File: src/rtl/insn_cracker_pkg.sv
// insn_cracker_pkg: PowerPC opcode/XO constants, field slices and update-form to base-form mapping.
package insn_cracker_pkg;
  typedef enum logic [1:0] {IDLE, UPD, MW} state_t;
  typedef enum logic [1:0] {K_PASS, K_UPD, K_MW} kind_t;
  localparam int MW_STEP_DEF = 4;
  localparam logic [5:0] OP_ADDI = 6'd14, OP_X = 6'd31, OP_LWZ = 6'd32, OP_STW = 6'd36;
  localparam logic [5:0] OP_LMW = 6'd46, OP_STMW = 6'd47, OP_LD = 6'd58, OP_STD = 6'd62;
  localparam logic [8:0] XO_ADD = 9'd266;
  localparam logic [9:0] XO_UPD_DELTA = 10'd32;
  localparam logic [1:0] DS_UPD = 2'd1;
  function automatic logic [5:0] f_op(input logic [31:0] i);
    return i[31:26];
  endfunction
  function automatic logic [4:0] f_rt(input logic [31:0] i);
    return i[25:21];
  endfunction
  function automatic logic [4:0] f_ra(input logic [31:0] i);
    return i[20:16];
  endfunction
  function automatic logic [9:0] f_xo(input logic [31:0] i);
    return i[10:1];
  endfunction
  function automatic logic ds_form(input logic [31:0] i);
    return f_op(i) inside {OP_LD, OP_STD};
  endfunction
  function automatic logic upd_d(input logic [31:0] i);
    return f_op(i) inside {6'd33, 6'd35, 6'd37, 6'd39, 6'd41, 6'd43, 6'd45} || (ds_form(i) && i[1:0] == DS_UPD);
  endfunction
  function automatic logic upd_x(input logic [31:0] i);
    return f_op(i) == OP_X && f_xo(i) inside {10'd53, 10'd55, 10'd119, 10'd181, 10'd183, 10'd247, 10'd311, 10'd373, 10'd375, 10'd439};
  endfunction
  function automatic logic upd_load(input logic [31:0] i);
    return f_op(i) inside {6'd33, 6'd35, 6'd41, 6'd43, OP_LD} || (f_op(i) == OP_X && f_xo(i) inside {10'd53, 10'd55, 10'd119, 10'd311, 10'd373, 10'd375});
  endfunction
  // Base form: D opcode minus one, DS sub-opcode cleared, X-form XO minus 32
  function automatic logic [31:0] upd_base(input logic [31:0] i);
    if (f_op(i) == OP_X) return {i[31:11], f_xo(i) - XO_UPD_DELTA, i[0]};
    if (ds_form(i)) return {i[31:2], 2'b00};
    return {f_op(i) - 6'd1, i[25:0]};
  endfunction
  function automatic logic [31:0] upd_inc(input logic [31:0] i);
    if (f_op(i) == OP_X) return {OP_X, f_ra(i), f_ra(i), i[15:11], 1'b0, XO_ADD, 1'b0};
    return {OP_ADDI, f_ra(i), f_ra(i), i[15:2], ds_form(i) ? 2'b00 : i[1:0]};
  endfunction
  function automatic logic add_ovf(input logic [15:0] a, input logic [15:0] b);
    logic [15:0] s = a + b;
    return a[15] == b[15] && s[15] != a[15];
  endfunction
endpackage

File: src/rtl/insn_crack_decode.sv
// insn_crack_decode: classifies an instruction and builds its first two micro-op encodings.
module insn_crack_decode
  import insn_cracker_pkg::*;
#(
  parameter int INSTR_WIDTH = 32,
  parameter int UPD_EN = 1,
  parameter int MW_EN = 1
) (
  input  logic [INSTR_WIDTH-1:0] instr,
  output kind_t                  kind,
  output logic [INSTR_WIDTH-1:0] uop0,
  output logic [INSTR_WIDTH-1:0] uop1,
  output logic                   illegal,
  output logic [4:0]             rt
);
  logic [31:0] w;
  logic upd, mw, lmw;
  always_comb begin
    w = instr[31:0];
    upd = UPD_EN != 0 && (upd_d(w) || upd_x(w));
    mw = MW_EN != 0 && (f_op(w) == OP_LMW || f_op(w) == OP_STMW);
    lmw = f_op(w) == OP_LMW;
    rt = f_rt(w);
    kind = upd ? K_UPD : mw ? K_MW : K_PASS;
    uop0 = upd ? INSTR_WIDTH'(upd_base(w)) : mw ? INSTR_WIDTH'({lmw ? OP_LWZ : OP_STW, w[25:0]}) : instr;
    uop1 = INSTR_WIDTH'(upd_inc(w));
    illegal = upd ? (f_ra(w) == 5'd0 || (upd_load(w) && f_ra(w) == f_rt(w)))
                  : mw && lmw && (f_ra(w) == 5'd0 || f_ra(w) >= f_rt(w));
  end
endmodule

File: src/rtl/insn_cracker.sv
// insn_cracker: cracks update-form loads/stores and lmw/stmw into a registered micro-op stream.
module insn_cracker
  import insn_cracker_pkg::*;
#(
  parameter int INSTR_WIDTH = 32,
  parameter int PC_WIDTH = 32,
  parameter int UPD_EN = 1,
  parameter int MW_EN = 1,
  parameter int MW_STEP = MW_STEP_DEF
) (
  input  logic                   clk,
  input  logic                   rst,
  input  logic                   flush,
  input  logic                   in_valid,
  output logic                   in_ready,
  input  logic [INSTR_WIDTH-1:0] in_instr,
  input  logic [PC_WIDTH-1:0]    in_pc,
  output logic                   out_valid,
  input  logic                   out_ready,
  output logic [INSTR_WIDTH-1:0] out_instr,
  output logic [PC_WIDTH-1:0]    out_pc,
  output logic                   out_first,
  output logic                   out_last,
  output logic                   out_illegal,
  output logic                   busy
);
  localparam logic [15:0] STEP = 16'(MW_STEP);
  state_t state, state_n;
  kind_t kind;
  logic [INSTR_WIDTH-1:0] uop0, uop1, pend, mw_uop;
  logic [4:0] rt, rem, rcnt;
  logic [15:0] off, off_n, src;
  logic d_ill, seq_ill, ovf, ovf_n, adv, acc, last_mw;
  insn_crack_decode #(.INSTR_WIDTH(INSTR_WIDTH), .UPD_EN(UPD_EN), .MW_EN(MW_EN)) u_dec (
    .instr(in_instr), .kind(kind), .uop0(uop0), .uop1(uop1), .illegal(d_ill), .rt(rt)
  );
  always_ff @(posedge clk or posedge rst)
    if (rst) state <= IDLE;
    else state <= state_n;
  always_comb begin
    state_n = state;
    if (flush) state_n = IDLE;
    else if (adv)
      state_n = state == IDLE ? (!acc ? IDLE : kind == K_UPD ? UPD : kind == K_MW && rt != 5'd31 ? MW : IDLE)
              : state == MW && !last_mw ? MW : IDLE;
  end
  always_comb begin
    adv = !out_valid || out_ready;
    in_ready = state == IDLE && adv && !flush;
    acc = in_valid && in_ready;
    busy = state != IDLE;
    last_mw = rem == 5'd1;
    src = state == IDLE ? in_instr[15:0] : off;
    off_n = src + STEP;
    ovf_n = (state == MW && ovf) | add_ovf(src, STEP);
    mw_uop = INSTR_WIDTH'({out_instr[31:26], rcnt, out_instr[20:16], off});
  end
  // The output register doubles as the opcode/RA template for later lmw/stmw micro-ops
  always_ff @(posedge clk or posedge rst) begin
    if (rst) begin
      out_valid <= 1'b0;
      out_instr <= '0;
      out_pc <= '0;
      out_first <= 1'b0;
      out_last <= 1'b0;
      out_illegal <= 1'b0;
      pend <= '0;
      seq_ill <= 1'b0;
      rem <= '0;
      rcnt <= '0;
      off <= '0;
      ovf <= 1'b0;
    end else if (flush) begin
      out_valid <= 1'b0;
      rem <= '0;
      rcnt <= '0;
      off <= '0;
      ovf <= 1'b0;
    end else if (adv) begin
      if (state == IDLE) begin
        out_valid <= acc;
        if (acc) begin
          out_instr <= uop0;
          out_pc <= in_pc;
          out_first <= 1'b1;
          out_last <= kind == K_PASS || (kind == K_MW && rt == 5'd31);
          out_illegal <= d_ill;
          pend <= uop1;
          seq_ill <= d_ill;
          rem <= 5'd31 - rt;
          rcnt <= rt + 5'd1;
          off <= off_n;
          ovf <= ovf_n;
        end
      end else begin
        out_instr <= state == UPD ? pend : mw_uop;
        out_first <= 1'b0;
        out_last <= state == UPD || last_mw;
        out_illegal <= seq_ill | (state == MW && ovf);
        if (state == MW) begin
          rem <= rem - 5'd1;
          rcnt <= rcnt + 5'd1;
          off <= off_n;
          ovf <= ovf_n;
        end
      end
    end
  end
endmodule

File: config.mk
export PLATFORM = sky130hd
export DESIGN_NAME = insn_cracker
export DESIGN_NICKNAME = d
export VERILOG_FILES = /design/src/rtl/insn_cracker_pkg.sv /design/src/rtl/insn_crack_decode.sv /design/src/rtl/insn_cracker.sv
export SDC_FILE = /design/constraint.sdc
export NUM_CORES = 1
export LEC_CHECK = 0
export ABC_AREA = 1
export CORE_ASPECT_RATIO = 1.75
export CORE_MARGIN = 2
export CORE_UTILIZATION = 51
export DETAILED_ROUTE_END_ITERATION = 6
export PLACE_DENSITY = 0.81
export SLEW_MARGIN = 20
export SYNTH_ARGS = -nofsm -noshare
export SYNTH_HDL_FRONTEND = slang
export SYNTH_SLANG_ARGS = --single-unit
File: constraint.sdc
create_clock -name clk -period 5 [get_ports clk]
set_input_delay 1 -clock clk [delete_from_list [all_inputs] [get_ports clk]]
set_output_delay 1 -clock clk [all_outputs]
set_load 0.03 [all_outputs]
== Word-level counts from Yosys, hierarchy flattened ==
Index checks and enable logic that the tools add are counted.
Widths: inputs -> output; s select.
Word-level totals
  bits in registers: 130
  output and inout bits: 70
  word-level logic and storage cells: 160
Cells by class
  $add $sub $neg: 7
  $lt $le $gt $ge: 1
  equality and inequality tests: 34
  mux-type cells: 56
  bitwise operators: 4
  reductions and logical operators: 44
Operator list (count)
  $mux 32: 11
  $mux 16: 6
  $eq 6x6->1 const B: 11
  $mux 5: 10
  $eq 10x9->1 const B: 4
  $eq 10x8->1 const B: 3
  $eq 10x6->1 const B: 2
  $mux 2: 10
  $mux 1: 18
  $add 16x3->16 const B: 1
  $logic_and 1x1->1: 14
  $add 5x1->5 const B: 2
  $eq 10x7->1 const B: 1
  $reduce_bool 10->1: 1
  $reduce_bool 2->1: 5
  $sub 10x6->10 const B: 1
  $logic_or 1x1->1: 9
  $reduce_and 4->1: 2
  $reduce_bool 7->1: 1
  $eq 2x1->1 const B: 3
  $eq 6x5->1 const B: 1
  $reduce_and 3->1: 2
  $reduce_bool 6->1: 1
  $sub 6x1->6 const B: 1
  20 further kinds: 26

== Longest topological paths before layout ==
Gate-level depths: netlist of run 1.
  depth after elaboration: 14
  gate-level depth with buffers: 15
  mapped depth without buffers: 13

== By module ==
A second synthesis of run 1 with hierarchy kept.
Unflattened totals
  cells, all modules: 971
  area total of the unflattened synthesis: 7315.8 sq um
Modules (own cells, without submodules)
  insn_cracker: times used 1, cells an instance 775, area each 6174.7 sq um, seq. area each 3253.1 sq um
  insn_crack_decode: times used 1, cells an instance 196, area each 1141.1 sq um, seq. area each 0.0 sq um

== Worst setup path after synthesis of run 1 ==
No wires, ideal clock.
  path type: input port to output port
  start: input port flush
  end: output port in_ready
  data arrival time: 1.421 ns
  data required time: 4.000 ns
  setup slack: 2.579 ns
  cell stages on the path: 3
  cell sequence: inv_2 -> nand2_1 -> nor2_4
Between the ends
  word-level cells in the longest chain between the ends: 2
Ends and longest elaborated chain
  start: declaration: RTL line insn_cracker.sv:13  | input logic flush,
  $logic_not 1->1: RTL line insn_cracker.sv:49  | in_ready = state == IDLE && adv && !flush;
  $logic_and 1x1->1: RTL line insn_cracker.sv:49
  end: declaration: RTL line insn_cracker.sv:15  | output logic in_ready,
Every way passes these cells.

== Final worst setup path of run 1 ==
Ends and elaborated chain as after synthesis.

==> results of run 1 <==
## critical path, delay by kind of cell
kind / cells / cell delay (ns)
buffers and inverters: 3 / 1.43
and+or+nand+nor: 2 / 0.30
## area by class of cell
class | instances | share of cell area
well taps | 165 | 0.0248
repair buffers | 144 | 0.172
flip-flops and latches | 121 | 0.364
clock inverters | 13 | 0.0175
inverters | 87 | 0.0396
clock buffers | 19 | 0.0545
multi-input cells | 558 | 0.328
## placed cells by master (no fill, tap or decap), drive strengths merged, types with 14 or more instances in the layout
master / netlist / final
dfrtp: 121 / 121
nand2: 268 / 268
clkdlybuf4s50: 0 / 138
a21oi: 33 / 33
inv: 86 / 88
o21ai: 58 / 58
nand3: 41 / 41
nor2: 67 / 67
o22ai: 14 / 14
ha: 16 / 16
clkbuf: 10 / 19
## logic make-up (layout without fill, tap and decap cells)
kind of cell | Yosys count | in the layout | synth area share
AND/OR/NAND/NOR | 398 | 398 | 0.264
AO/OA/AOI/OAI | 139 | 139 | 0.132
flip-flops | 121 | 121 | 0.484
buffers and inverters | 118 | 263 | 0.0810
adder cells (fa/ha/maj) | 16 | 16 | 0.0320
XOR/XNOR | 5 | 5 | 0.00700
## sequential cells by signal, indices dropped and copies added, names as in the netlist, 2 cells and up
signal and count:
state 2, pend 23, out_instr 32, rem 5, rcnt 5, off 16
out_pc 32
## through the flow
step | setup WS (ns) | utilization | power, mW | cells | instance area, um^2
6_report | 1.26 | 0.692 | 3.27 | 1107 | 8310
3_3_place_gp | 1.33 | 0.643 | 2.03 | 1075 | 7710
4_1_cts | 1.29 | 0.692 | 3.28 | 1107 | 8310
2_1_floorplan | 0.786 | - | 1.69 | 797 | 6260
5_1_grt | 1.22 | 0.692 | 3.42 | 1107 | 8310
3_5_place_dp | 1.29 | 0.643 | 2.04 | 1075 | 7710
## final timing paths
check	endpoint	slack (ns)	start	cells past startpoint
min	pend[29]$_DFFE_PP0P_	0.47	pend[29]$_DFFE_PP0P_	2
max reg2reg	off[5]$_DFFE_PP0P_	1.92	state[1]$_DFFE_PP0P_	12
max	in_ready	1.26	flush	5
min in group asynchronous	out_pc[15]$_DFFE_PP0P_	1.16	rst	2
min reg2reg	pend[29]$_DFFE_PP0P_	0.47	pend[29]$_DFFE_PP0P_	2
max in group asynchronous	out_instr[2]$_DFFE_PP0P_	2.98	rst	3
## power breakdown
group,switching (mW),leakage (nW),internal (mW)
Sequential,0.0916,1.49,1.13
Combinational,0.488,2.20,0.323
Clock,0.475,0.286,0.764
Total,1.05,3.98,2.22
## per-layer routing
layer	wire, um	track usage
met1	6560	0.324
met5	0	0
met4	906	0.152
met3	1340	0.0861
met2	9250	0.486
==> impl_summary.log, run 1 <==
INFO  metric clock_transition_at_the_registers_of_the_reported_paths = 0.05 ns
INFO  metric placeableCoreArea = around 0.012 mm^2
INFO  metric path_class = in -> out
INFO  metric wire_per_inst = approximately 16 um
INFO  metric die-width = roughly 90 um
INFO  metric setup_total_negative_slack = 0 ns
INFO  metric initialDrtViolationCount = 499
INFO  metric max_cap_viol_count = 0
INFO  metric post-synth-top-count-cell = sky130_fd_sc_hd__nand2_1
INFO  metric drc = 0
INFO  metric count_of_final_max_slew_check_failures = 0
INFO  metric netlist-cell-type-count = 38
INFO  metric max_slew_margin = 0.303
INFO  metric global_route_wire_length_before_repair = between 20000 and 30000 um
INFO  metric gr-total-overflow = 0
INFO  metric multiInputGateArea = about 0.0027 mm^2
INFO  metric vdd_ir_drop_max = between 200 and 300 uV
INFO  metric die_height = ~150 um
INFO  metric outcome = finished clean
INFO  metric syn_inst = approximately 800
INFO  metric antenna_violations_before_repair = 0
INFO  metric finalWeightedCongestion = 0.893
INFO  metric crit_path_max_incr_delay = about 0.67 ns
INFO  metric synthesis.nets = ~900
INFO  metric cellLeakagePower = 3.98 nW
INFO  metric netlist.top_cell.by_area = sky130_fd_sc_hd__dfrtp_1
INFO  metric skew_pair_late_insertion_delay = about 0.42 ns
INFO  metric drt_pre_antenna_iters = 5
INFO  metric synthesis.area = 0.00626 mm^2
INFO  metric setup_violations = 0
INFO  metric fin_crit_sh = 0.747
INFO  metric rows = 53
INFO  metric layout-area-overhead-vs-synth = 32.9%
INFO  metric worst_pin_slew = around 1.0 ns
INFO  metric tritoncts_num_sinks = roughly 120
INFO  metric io_buffer_count = 138
INFO  metric cts.htree.levels = 4
INFO  metric pin_count_of_the_biggest_net_entering_global_routing = between 70 and 80
INFO  metric period_needed = roughly 3.7 ns
INFO  metric worst-endpoint-required = roughly 4.0 ns
INFO  metric netlist_top_cells_count = 258 x sky130_fd_sc_hd__nand2_1, 121 x sky130_fd_sc_hd__dfrtp_1, 80 x sky130_fd_sc_hd__inv_1
INFO  metric antenna_violating_nets_post_route = 0
INFO  metric routed-via-count = about 6000
INFO  metric clock_root_buffer = sky130_fd_sc_hd__clkbuf_16
INFO  metric ys_ff_latch = ~120
INFO  metric grt_usage = 0.289
INFO  metric buffers_inserted_by_post_cts_timing_repair = 0
INFO  metric synthesis.yosys.warnings = 0
INFO  metric numCtsBuffers = 17
INFO  metric routed_wl = 18100 um
INFO  metric pwr_density_cell = roughly 390 mW/mm^2
INFO  metric final_hold_viol_count = 0
INFO  metric netlist_top_cells_area = sky130_fd_sc_hd__dfrtp_1 48%, sky130_fd_sc_hd__nand2_1 15%, sky130_fd_sc_hd__inv_1 4.8%
INFO  metric critical_path_peak_fanout = 9
INFO  metric seq_area = between 0.003 and 0.004 mm^2
INFO  metric io_pins = approximately 140
INFO  metric cts_hold_buf = 0
INFO  metric cp_common_cell = sky130_fd_sc_hd__clkdlybuf4s50_1
INFO  metric post_detailed_route_via_to_cell_ratio = around 5.4
INFO  metric worstSetupEndpointType = primary output
INFO  metric die_area = 0.0132 mm^2
INFO  metric diodes = 0
INFO  metric first_global_vias = 6146
INFO  metric timing.hold.ws = between 0.4 and 0.5 ns
INFO  metric effective_utilization_at_floorplan = 0.521
INFO  metric maxClockFrequency = between 200 and 300 MHz
INFO  metric synth_ff_type = sky130_fd_sc_hd__dfrtp_1
INFO  metric ctsResizeCount = 0
INFO  metric ctsLongestPathBuffers = 2
INFO  metric nNetsFinal = just over 1000
INFO  metric seq_total_area_yosys = 0.484
INFO  metric worstPathCellList = clkdlybuf4s50_1 > inv_2 > nand2_1 > nor2_4 > clkdlybuf4s50_1
INFO  metric post-synth-top-area-fraction = 0.484
INFO  metric rsz0062_at_grt = no
INFO  metric synth_area_per_cell = a little under 8 um^2
INFO  metric worst-endpoint-arrival = ~2.7 ns
INFO  metric tritoncts = yes
INFO  metric filler_cell_count = 930
INFO  metric worst_clock_skew = slightly above 0.007 ns
INFO  metric cp-start-kind = input pin
INFO  metric hp-class = reg -> reg
INFO  metric synth-edff-count = 0
INFO  metric timing.critical_path.slowest_stage_cell = sky130_fd_sc_hd__clkdlybuf4s50_1
INFO  metric final_layout_size_suffix_gt1_frac = 0.0764
INFO  metric ys_async_sr_fraction = 1.00
INFO  metric place.detailed.hpwl = roughly 12000 um
Note: power is estimated with default switching activity, not from simulation.
==> run 2: changes to the inputs <==
--- a/config.mk
+++ b/config.mk
@@ -8,9 +8,9 @@
 export ABC_AREA = 1
 export CORE_ASPECT_RATIO = 1.75
 export CORE_MARGIN = 2
-export CORE_UTILIZATION = 51
+export CORE_UTILIZATION = 46
 export DETAILED_ROUTE_END_ITERATION = 6
-export PLACE_DENSITY = 0.81
+export PLACE_DENSITY = 0.77
 export SLEW_MARGIN = 20
 export SYNTH_ARGS = -nofsm -noshare
 export SYNTH_HDL_FRONTEND = slang
==> constraint.sdc (replaced) <==
create_clock -name clk -period 3.1 [get_ports clk]
set_input_delay 0.62 -clock clk [delete_from_list [all_inputs] [get_ports clk]]
set_output_delay 0.62 -clock clk [all_outputs]
set_load 0.03 [all_outputs]
==> run 2 against run 1 <==
  * Total power rose by 61%
  * Largest power group unchanged
  * Combinational power rose by 63%
  * Register-to-register slack got worse by 1.3 ns
  * Setup slack got worse by 1.0 ns
==> impl_summary.log, run 2 (synthesis results as in run 1) <==
INFO  metric outcome = finished clean
INFO  metric cts.htree.levels = 4
INFO  metric place_area = between 0.007 and 0.008 mm^2
INFO  metric cp-start-kind = register
INFO  metric tritoncts = yes
INFO  metric filler_cell_count = 1111
INFO  metric rows = 56
INFO  metric nNetsFinal = 1030
INFO  metric final_layout_size_suffix_gt1_frac = 0.0919
INFO  metric numCtsBuffers = 17
INFO  metric count_of_final_max_slew_check_failures = 0
INFO  metric hp-class = reg -> reg
INFO  metric maxClockFrequency = between 300 and 400 MHz
INFO  metric drc = 0
INFO  metric worstPathCellList = nor2_4 > buf_4 > inv_2 > clkdlybuf4s50_1
INFO  metric cts_hold_buf = 0
INFO  metric timing.critical_path.buf_inv = 3
INFO  metric pin_count_of_the_biggest_net_entering_global_routing = 66
INFO  metric ctsResizeCount = 0
INFO  metric path_class = reg -> out
INFO  metric antenna_violations_before_repair = 0
INFO  metric max_slew_margin = 0.600
INFO  metric final_hold_viol_count = 0
INFO  metric grt_usage = 0.252
INFO  metric worstSetupEndpointType = primary output
INFO  metric skew_pair_late_insertion_delay = roughly 0.42 ns
INFO  metric ctsLongestPathBuffers = 2
INFO  metric routed_wl = 17500 um
INFO  metric utilization = 0.636
INFO  metric place.detailed.hpwl = 12700 um
INFO  metric die_height = approximately 160 um
INFO  metric reg2reg_setup_slack = roughly 0.66 ns
INFO  metric vdd_ir_drop_max = between 400 and 500 uV
INFO  metric netSwitchingFraction = 0.320
INFO  metric fin_area = 0.00847 mm^2
INFO  metric cellLeakagePower = between 4 and 5 nW
INFO  metric die_area = 0.0146 mm^2
INFO  metric placeableCoreArea = roughly 0.013 mm^2
INFO  metric antenna_violating_nets_post_route = 0
INFO  metric worst-endpoint-arrival = 2.23 ns
INFO  metric combPwrFrac = 0.252
INFO  metric io_buffer_count = about 140
INFO  metric postLayoutSetupSlackWorst = 0.247 ns
INFO  metric timing.critical_path.max_delay_family = buffers and inverters
INFO  metric period_needed = 2.85 ns
INFO  metric max_cap_viol_count = 0
INFO  metric initialDrtViolationCount = a little over 500
INFO  metric pwr_density_cell = a little over 600 mW/mm^2
INFO  metric drt_pre_antenna_iters = 6
INFO  metric power.internal = roughly 3.6 mW
INFO  metric seq_power_share = 0.374
INFO  metric mostFrequentLayoutCell = sky130_fd_sc_hd__nand2_1
INFO  metric first_global_vias = 6245
INFO  metric mostFrequentLayoutCells = 257 x sky130_fd_sc_hd__nand2_1, 137 x sky130_fd_sc_hd__clkdlybuf4s50_1, 121 x sky130_fd_sc_hd__dfrtp_1
INFO  metric global_route_wire_length_before_repair = roughly 29000 um
INFO  metric crit_path_max_incr_delay = ~0.75 ns
INFO  metric worst_pin_slew = approximately 0.6 ns
INFO  metric worst_clock_skew = between 0.006 and 0.007 ns
INFO  metric layout-area-overhead-vs-synth = 35.4%
INFO  metric critical_path_peak_fanout = 18
INFO  metric top_regs = out_instr: 32 flops, out_pc: 32 flops, pend: 23 flops
INFO  metric wire_per_inst = 15.4 um
INFO  metric diodes = 0
INFO  metric setup_violations = 0
INFO  metric post_detailed_route_via_to_cell_ratio = ~5.3
INFO  metric io_pins = roughly 140
INFO  metric finalWeightedCongestion = ~0.94
INFO  metric p_sw = 1.68 mW
INFO  metric clock_transition_at_the_registers_of_the_reported_paths = roughly 0.060 ns
INFO  metric fin_crit_sh = 0.920
INFO  metric clock_root_buffer = sky130_fd_sc_hd__clkbuf_16
INFO  metric timing.critical_path.slowest_stage_cell = sky130_fd_sc_hd__clkdlybuf4s50_1
INFO  metric die-width = slightly above 90 um
INFO  metric place_ws = between 0.3 and 0.4 ns
INFO  metric buffers_inserted_by_post_cts_timing_repair = 0
INFO  metric worst-endpoint-required = approximately 2.5 ns
INFO  metric rsz0062_at_grt = no
INFO  metric setup_total_negative_slack = 0 ns
INFO  metric tritoncts_num_sinks = 121
INFO  metric effective_utilization_at_floorplan = 0.470
INFO  metric routed-via-count = about 6000
INFO  metric gr-total-overflow = 0
INFO  metric clock_network_power_share = 0.374
==> run 2: area by class of cell <==
class	count	area (um^2)	area share
Inverter	87	330	0.0390
Sequential cell	121	3030	0.358
Clock inverter	13	145	0.0171
Multi-Input combinational cell	558	2720	0.322
Timing Repair Buffer	160	1580	0.187
Tap cell	174	218	0.0257
Clock buffer	19	443	0.0523
==> run 2: worst paths after layout <==
kind	end	startpoint	cells after the start
worst min-delay path	pend[29]$_DFFE_PP0P_	pend[29]$_DFFE_PP0P_	2
worst min register to register	pend[29]$_DFFE_PP0P_	pend[29]$_DFFE_PP0P_	2
min in group asynchronous	out_instr[14]$_DFFE_PP0P_	rst	2
worst max-delay path	busy	state[0]$_DFFE_PP0P_	4
worst max register to register	off[15]$_DFFE_PP0P_	state[0]$_DFFE_PP0P_	12
max in group asynchronous	out_instr[31]$_DFFE_PP0P_	rst	3
==> run 2: per-layer routing <==
| metal | global-route usage | part of all wire | wire length (um) |
|---|---|---|---|
| met5 | 0 | 0 | 0 |
| met2 | 0.453 | 0.53 | 9220 |
| met1 | 0.279 | 0.37 | 6470 |
| met4 | 0.118 | 0.038 | 659 |
| met3 | 0.0639 | 0.063 | 1110 |
==> run 2: tightest hold or removal path: cells and delay by family, from the launching register on <==
kind          cells  cell delay, ns
simple gates      1            0.06
flops             1            0.32
buf+inv           1            0.04
==> run 2: power by group through the flow <==
| stage | Combinational, mW | Sequential [mW] | Clock [mW] |
|---|---|---|---|
| 3_5_place_dp | 1.33 | 1.98 | 0 |
| 3_3_place_gp | 1.31 | 1.98 | 0 |
| 4_1_cts | 1.33 | 1.96 | 1.98 |
| 5_1_grt | 1.44 | 1.99 | 2.06 |
| 6_report | 1.32 | 1.96 | 1.97 |
| 2_1_floorplan | 0.453 | 2.27 | 0 |
==> run 2: stage by stage <==
stage                     power, mW  cells  hold slack, ns
after floorplan                2.73    797           0.423
after global placement         3.29   1100           0.435
after detailed placement       3.31   1100           0.442
after CTS                      5.28   1132           0.455
after global routing           5.50   1132           0.485
final                          5.26   1132           0.452
==> run 3: changes to the inputs <==
--- a/config.mk
+++ b/config.mk
@@ -8,10 +8,11 @@
 export ABC_AREA = 1
 export CORE_ASPECT_RATIO = 1.75
 export CORE_MARGIN = 2
-export CORE_UTILIZATION = 46
+export CORE_UTILIZATION = 48
 export DETAILED_ROUTE_END_ITERATION = 6
-export PLACE_DENSITY = 0.77
+export PLACE_DENSITY = 0.78
 export SLEW_MARGIN = 20
 export SYNTH_ARGS = -nofsm -noshare
 export SYNTH_HDL_FRONTEND = slang
+export SYNTH_HIERARCHICAL = 1
 export SYNTH_SLANG_ARGS = --single-unit
==> run 3 against run 2 <==
  * Clock power about the same
  * Synthesized area increased by 17%
  * Critical path type unchanged
  * Total power increased by 5.3%
  * Critical endpoint unchanged
  * Wire length increased by 12%
==> impl_summary.log, run 3 <==
INFO  metric place_area = ~0.0086 mm^2
INFO  metric place_ws = around 0.32 ns
INFO  metric drc = 0
INFO  metric global_route_wire_length_before_repair = about 32000 um
INFO  metric path_class = reg -> out
INFO  metric worst-endpoint-arrival = a little over 2 ns
INFO  metric synthesis.area = between 0.007 and 0.008 mm^2
INFO  metric gr-total-overflow = 0
INFO  metric netlist_top_cells_count = 368 x sky130_fd_sc_hd__nand2_1, 130 x sky130_fd_sc_hd__dfrtp_1, 69 x sky130_fd_sc_hd__inv_1
INFO  metric pwr_density_cell = just over 600 mW/mm^2
INFO  metric final_hold_viol_count = 0
INFO  metric first_global_vias = ~6500
INFO  metric skew_pair_late_insertion_delay = 0.41 ns
INFO  metric clock_root_buffer = sky130_fd_sc_hd__clkbuf_16
INFO  metric final_layout_size_suffix_gt1_frac = 0.0791
INFO  metric io_buffer_count = ~140
INFO  metric ys_ff_latch = 130
INFO  metric vdd_ir_drop_max = roughly 460 uV
INFO  metric routed-via-count = 6626
INFO  metric numPlacedInstances = ~1200
INFO  metric largest_family_of_logic_cells_by_synthesized_area = simple AND/OR/NAND/NOR gates
INFO  metric io_pins = 139
INFO  metric synth_fa_ha_area_frac = 0.0274
INFO  metric wire_per_inst = 15.6 um
INFO  metric worstPathCellList = inv_1 > nand2_4 > clkdlybuf4s50_1
INFO  metric worst_setup_path_startpoint = state[0]$_DFFE_PP0P_
INFO  metric cellLeakagePower = about 4.5 nW
INFO  metric ys_async_sr_fraction = 1.00
INFO  metric synthesis.yosys.warnings = 6
INFO  metric synth-edff-count = 0
INFO  metric routed_wl = 19600 um
INFO  metric count_of_final_max_slew_check_failures = 0
INFO  metric timing.critical_path.buf_inv = 2
INFO  metric cp-start-kind = register
INFO  metric antenna_violating_nets_post_route = 0
INFO  metric rsz0062_at_grt = no
INFO  metric mostFrequentLayoutCells = 368 x sky130_fd_sc_hd__nand2_1, 137 x sky130_fd_sc_hd__clkdlybuf4s50_1, 130 x sky130_fd_sc_hd__dfrtp_1
INFO  metric grt_usage = 0.242
INFO  metric tritoncts_num_sinks = 130
INFO  metric layout-area-overhead-vs-synth = 25.5%
INFO  metric filler_cell_count = ~1300
INFO  metric fin_area = around 0.0092 mm^2
INFO  metric worst_clock_skew = around 0.009 ns
INFO  metric crit_path_max_incr_delay = ~0.73 ns
INFO  metric worstSetupEndpointType = primary output
INFO  metric buffers_inserted_by_post_cts_timing_repair = 0
INFO  metric setup_violations = 0
INFO  metric top_regs = out_instr: 32 flops, out_pc: 32 flops, pend: 32 flops
INFO  metric finalWeightedCongestion = around 0.93
INFO  metric pin_count_of_the_biggest_net_entering_global_routing = approximately 40
INFO  metric max_cap_viol_count = 0
INFO  metric tritoncts = yes
INFO  metric die_area = between 0.015 and 0.02 mm^2
INFO  metric worst-endpoint-required = between 2 and 2.5 ns
INFO  metric synth_area_per_cell = roughly 7.5 um^2
INFO  metric clock_transition_at_the_registers_of_the_reported_paths = roughly 0.06 ns
INFO  metric timing.hold.worst.start = out_pc[6]$_DFFE_PP0P_
INFO  metric drt_pre_antenna_iters = 5
INFO  metric cts_hold_buf = 0
INFO  metric die-width = 97.3 um
INFO  metric rows = just under 60
INFO  metric syn_inst = roughly 970
INFO  metric seq_total_area_yosys = 0.445
INFO  metric worst_pin_slew = between 0.7 and 0.8 ns
INFO  metric netlist_top_cells_area = sky130_fd_sc_hd__dfrtp_1 44%, sky130_fd_sc_hd__nand2_1 19%, sky130_fd_sc_hd__buf_4 4.8%
INFO  metric ctsResizeCount = 0
INFO  metric outcome = finished clean
INFO  metric diodes = 0
INFO  metric netlist.top_cell.by_area = sky130_fd_sc_hd__dfrtp_1
INFO  metric antenna_violations_before_repair = 0
INFO  metric utilization = 0.616
INFO  metric post_detailed_route_via_to_cell_ratio = 5.27
INFO  metric finalNonFillerCells = 1257
INFO  metric max_slew_margin = 0.503
INFO  metric nNetsFinal = between 1000 and 1500
INFO  metric synth_mux_area_frac = 0
INFO  metric fin_crit_sh = 0.861
INFO  metric hp-class = reg -> reg
INFO  metric netlist-cell-type-count = approximately 40
INFO  metric setup_total_negative_slack = 0 ns
INFO  metric post-synth-top-area-fraction = 0.445
INFO  metric period_needed = approximately 2.7 ns
INFO  metric numCtsBuffers = 17
INFO  metric post-synth-top-count-cell = sky130_fd_sc_hd__nand2_1
INFO  metric cts.htree.levels = 4
INFO  metric synth-compound-area-share = 0.115
INFO  metric maxClockFrequency = about 370 MHz
INFO  metric placeableCoreArea = roughly 0.015 mm^2
INFO  metric effective_utilization_at_floorplan = 0.491
INFO  metric die_height = ~170 um
INFO  metric timing.critical_path.slowest_stage_cell = sky130_fd_sc_hd__clkdlybuf4s50_1
INFO  metric synthXorXnorAreaFrac = 0.00838
INFO  metric rr_startpoint = state[1]$_DFFE_PP0P_
INFO  metric timing.critical_path.max_delay_family = buffers and inverters
INFO  metric place.detailed.hpwl = between 10000 and 15000 um
INFO  metric critical_path_peak_fanout = 20
INFO  metric postLayoutSetupSlackWorst = 0.431 ns
INFO  metric synthSimpleGateAreaFrac = 0.288
INFO  metric synth_ff_type = sky130_fd_sc_hd__dfrtp_1
INFO  metric mostFrequentLayoutCell = sky130_fd_sc_hd__nand2_1
INFO  metric initialDrtViolationCount = ~520
INFO  metric ctsLongestPathBuffers = 2
## run 3: worst register-to-register path, cell delays in order (launching register included)
cell,delay [ns]
sky130_fd_sc_hd__dfrtp_1,0.46
sky130_fd_sc_hd__nor2_4,0.57
sky130_fd_sc_hd__buf_4,0.36
sky130_fd_sc_hd__buf_4,0.25
sky130_fd_sc_hd__nand2_1,0.06
sky130_fd_sc_hd__o21ai_1,0.15
sky130_fd_sc_hd__nand3_1,0.12
sky130_fd_sc_hd__or2_0,0.21
sky130_fd_sc_hd__nand3_1,0.08
sky130_fd_sc_hd__o21ai_0,0.08
## run 3: per-stage QoR
step,power (mW),hold WS (ns)
2_1_floorplan,2.99,0.449
4_1_cts,5.57,0.481
6_report,5.54,0.476
5_1_grt,5.79,0.491
3_5_place_dp,3.57,0.465
3_3_place_gp,3.54,0.461
## run 3: routing by layer
metal	share of wire	track usage
met1	0.38	0.286
met2	0.53	0.434
met3	0.060	0.0442
met4	0.029	0.0930
met5	0	0
## run 3: final cells by class
cell class | count | area [um^2] | share of cell area
Sequential cell | 130 | 3250 | 0.354
Multi-Input combinational cell | 678 | 3230 | 0.352
Timing Repair Buffer | 164 | 1610 | 0.176
Clock buffer | 22 | 464 | 0.0506
Inverter | 74 | 282 | 0.0307
Tap cell | 183 | 229 | 0.0249
Clock inverter | 6 | 108 | 0.0117
## run 3: where the power goes
part	total (mW)	switching (mW)	leakage [nW]	internal (mW)
sequential	2.12	0.159	1.60	1.96
combinational	1.43	0.856	2.59	0.572
clock	1.99	0.702	0.278	1.29
## run 3: kinds of logic after synthesis
| family | Yosys count |
|---|---|
| DFF | 130 |
| and+or+nand+nor | 504 |
| other | 2 |
| adders and majority gates | 16 |
| buffers and inverters | 165 |
| AOI/OAI and AO/OA | 147 |
| xor gates and xnor gates | 7 |
## run 3: final timing paths
path | end | slack (ns) | cells past startpoint
worst max-delay path | busy | 0.43 | 3
worst min-delay path | out_pc[6]$_DFFE_PP0P_ | 0.48 | 2
worst max register to register | rcnt[4]$_DFFE_PP0P_ | 0.63 | 9
worst min register to register | out_pc[6]$_DFFE_PP0P_ | 0.48 | 2
max in group asynchronous | out_valid$_DFFE_PP0P_ | 1.75 | 3
min in group asynchronous | pend[5]$_DFFE_PP0P_ | 0.68 | 2
==> edit: new RTL, settings of run 3 <==
`UPD_EN` is set to 1 in 2 places; all go to 0.
--- a/src/rtl/insn_crack_decode.sv
+++ b/src/rtl/insn_crack_decode.sv
@@ -4,5 +4,5 @@
 #(
   parameter int INSTR_WIDTH = 32,
-  parameter int UPD_EN = 1,
+  parameter int UPD_EN = 0,
   parameter int MW_EN = 1
 ) (
--- a/src/rtl/insn_cracker.sv
+++ b/src/rtl/insn_cracker.sv
@@ -5,5 +5,5 @@
   parameter int INSTR_WIDTH = 32,
   parameter int PC_WIDTH = 32,
-  parameter int UPD_EN = 1,
+  parameter int UPD_EN = 0,
   parameter int MW_EN = 1,
   parameter int MW_STEP = MW_STEP_DEF
Check against the original RTL: not equivalent (Yosys sat finds a counterexample within 4 cycles, from zero or initial values and one cycle with rst high).
==> edit against run 3 <==
- non-clock buffer count decreased by 8
- critical path depth is the same
- clock power grew 2%
- combinational power grew 20%
- routed wire length decreased by 8.4%
- clock skew fell by 0.0014 ns
- setup slack worse by 0.083 ns
- sequential cell count unchanged
- design area decreased by 5.1%
- core utilization decreased by 0.33 points
- total power is 7.6% higher
- global-route usage shrank 0.081 points
- area after synthesis shrank 5.5%
==> edit: results (changes against run 3) <==
Placed design
  • Post-DP HPWL: 12400 microns (-11%)
  • RePlAce Congestion: 0.900 (-3.3%)
  • DP Area: 8110 sq um (-5.8%)

Timing
  • Fin crit share: 88.8% (+2.7 points)
  • Slew HR: 52.3% (+2.0 points)
  • Final Skew: 0.00753 ns (-0.00144 ns)

Routing
  • WL met1: 6970 microns (-7.6%)
  • Average wire per standard cell: 15.3 microns (-1.7%)
  • First DRT Iteration DRCs: 379 (-28%)
  • Routed wl met2: 9460 microns (-8.3%)

Finish
  • # fillers: 1255 (-1.9%)
  • Layout Nets: 1057 (-8.1%)
  • Ratio of cells with drive above 1 in the final layout: 7.47% (-0.45 points)

Yosys
  • Sequential-to-total area share from yosys stat: 47.0% (+2.6 points)
  • Largest cells by area after synthesis: dfrtp_1 (47%), nand2_1 (19%), buf_4 (6.0%)

Run status
  • Outcome: complete, no violations

Global routing
  • GR Util All Layers: 24.1% (-0.081 points)
  • Met1 Track Usage GR: 27.7% (-0.93 points)
  • Met3 track demand over resource: 5.55% (+1.1 points)
  • Largest net degree at the start of global routing: 57 (+39%)
  • Number of global-route vias before repair: 6030 (-7.0%)
  • First-pass GRT wire length: 29000 microns (-8.9%)

Setup path
  • Reg2reg setup slack: 0.52 ns (-0.11 ns)
  • RR Startpoint: state[0]

Worst hold path
  • Hold Path Origin: out_pc[27]
  • Hold Path Sink: out_pc[27]

Power and ir drop
  • Leak: 4.14 nW (-7.2%)
[edit: cell type report]
type / instances / area (sq um) / share of cell area [%]
sequential: 130 / 3250 / 37.4
clock inverter: 15 / 171 / 1.97
inverter: 67 / 258 / 2.96
tap: 180 / 225 / 2.59
multi-input combinational: 606 / 2820 / 32.4
timing repair buffer: 156 / 1550 / 17.8
clock buffer: 17 / 425 / 4.89
[edit: worst max-delay path, stage by stage (launching register included)]
cell and delay, ns:
dfrtp_1 0.50, inv_1 0.22, nand2_4 0.27, clkdlybuf4s50_1 0.72
[edit: where the power goes]
| part | switching, mW | internal (mW) | total (mW) |
|---|---|---|---|
| Sequential | 0.192 | 2.02 | 2.21 |
| Combinational | 1.04 | 0.679 | 1.72 |
| Clock | 0.822 | 1.20 | 2.03 |
[edit: cell families after synthesis]
logic type	share of synthesized area (%)
adder cells (fa/ha/maj)	1.81
XOR/XNOR	0.633
AND/OR/NAND/NOR	27.0
flip-flops	47.0
buffers and inverters	12.4
other	0.109
AO/OA/AOI/OAI	11.0
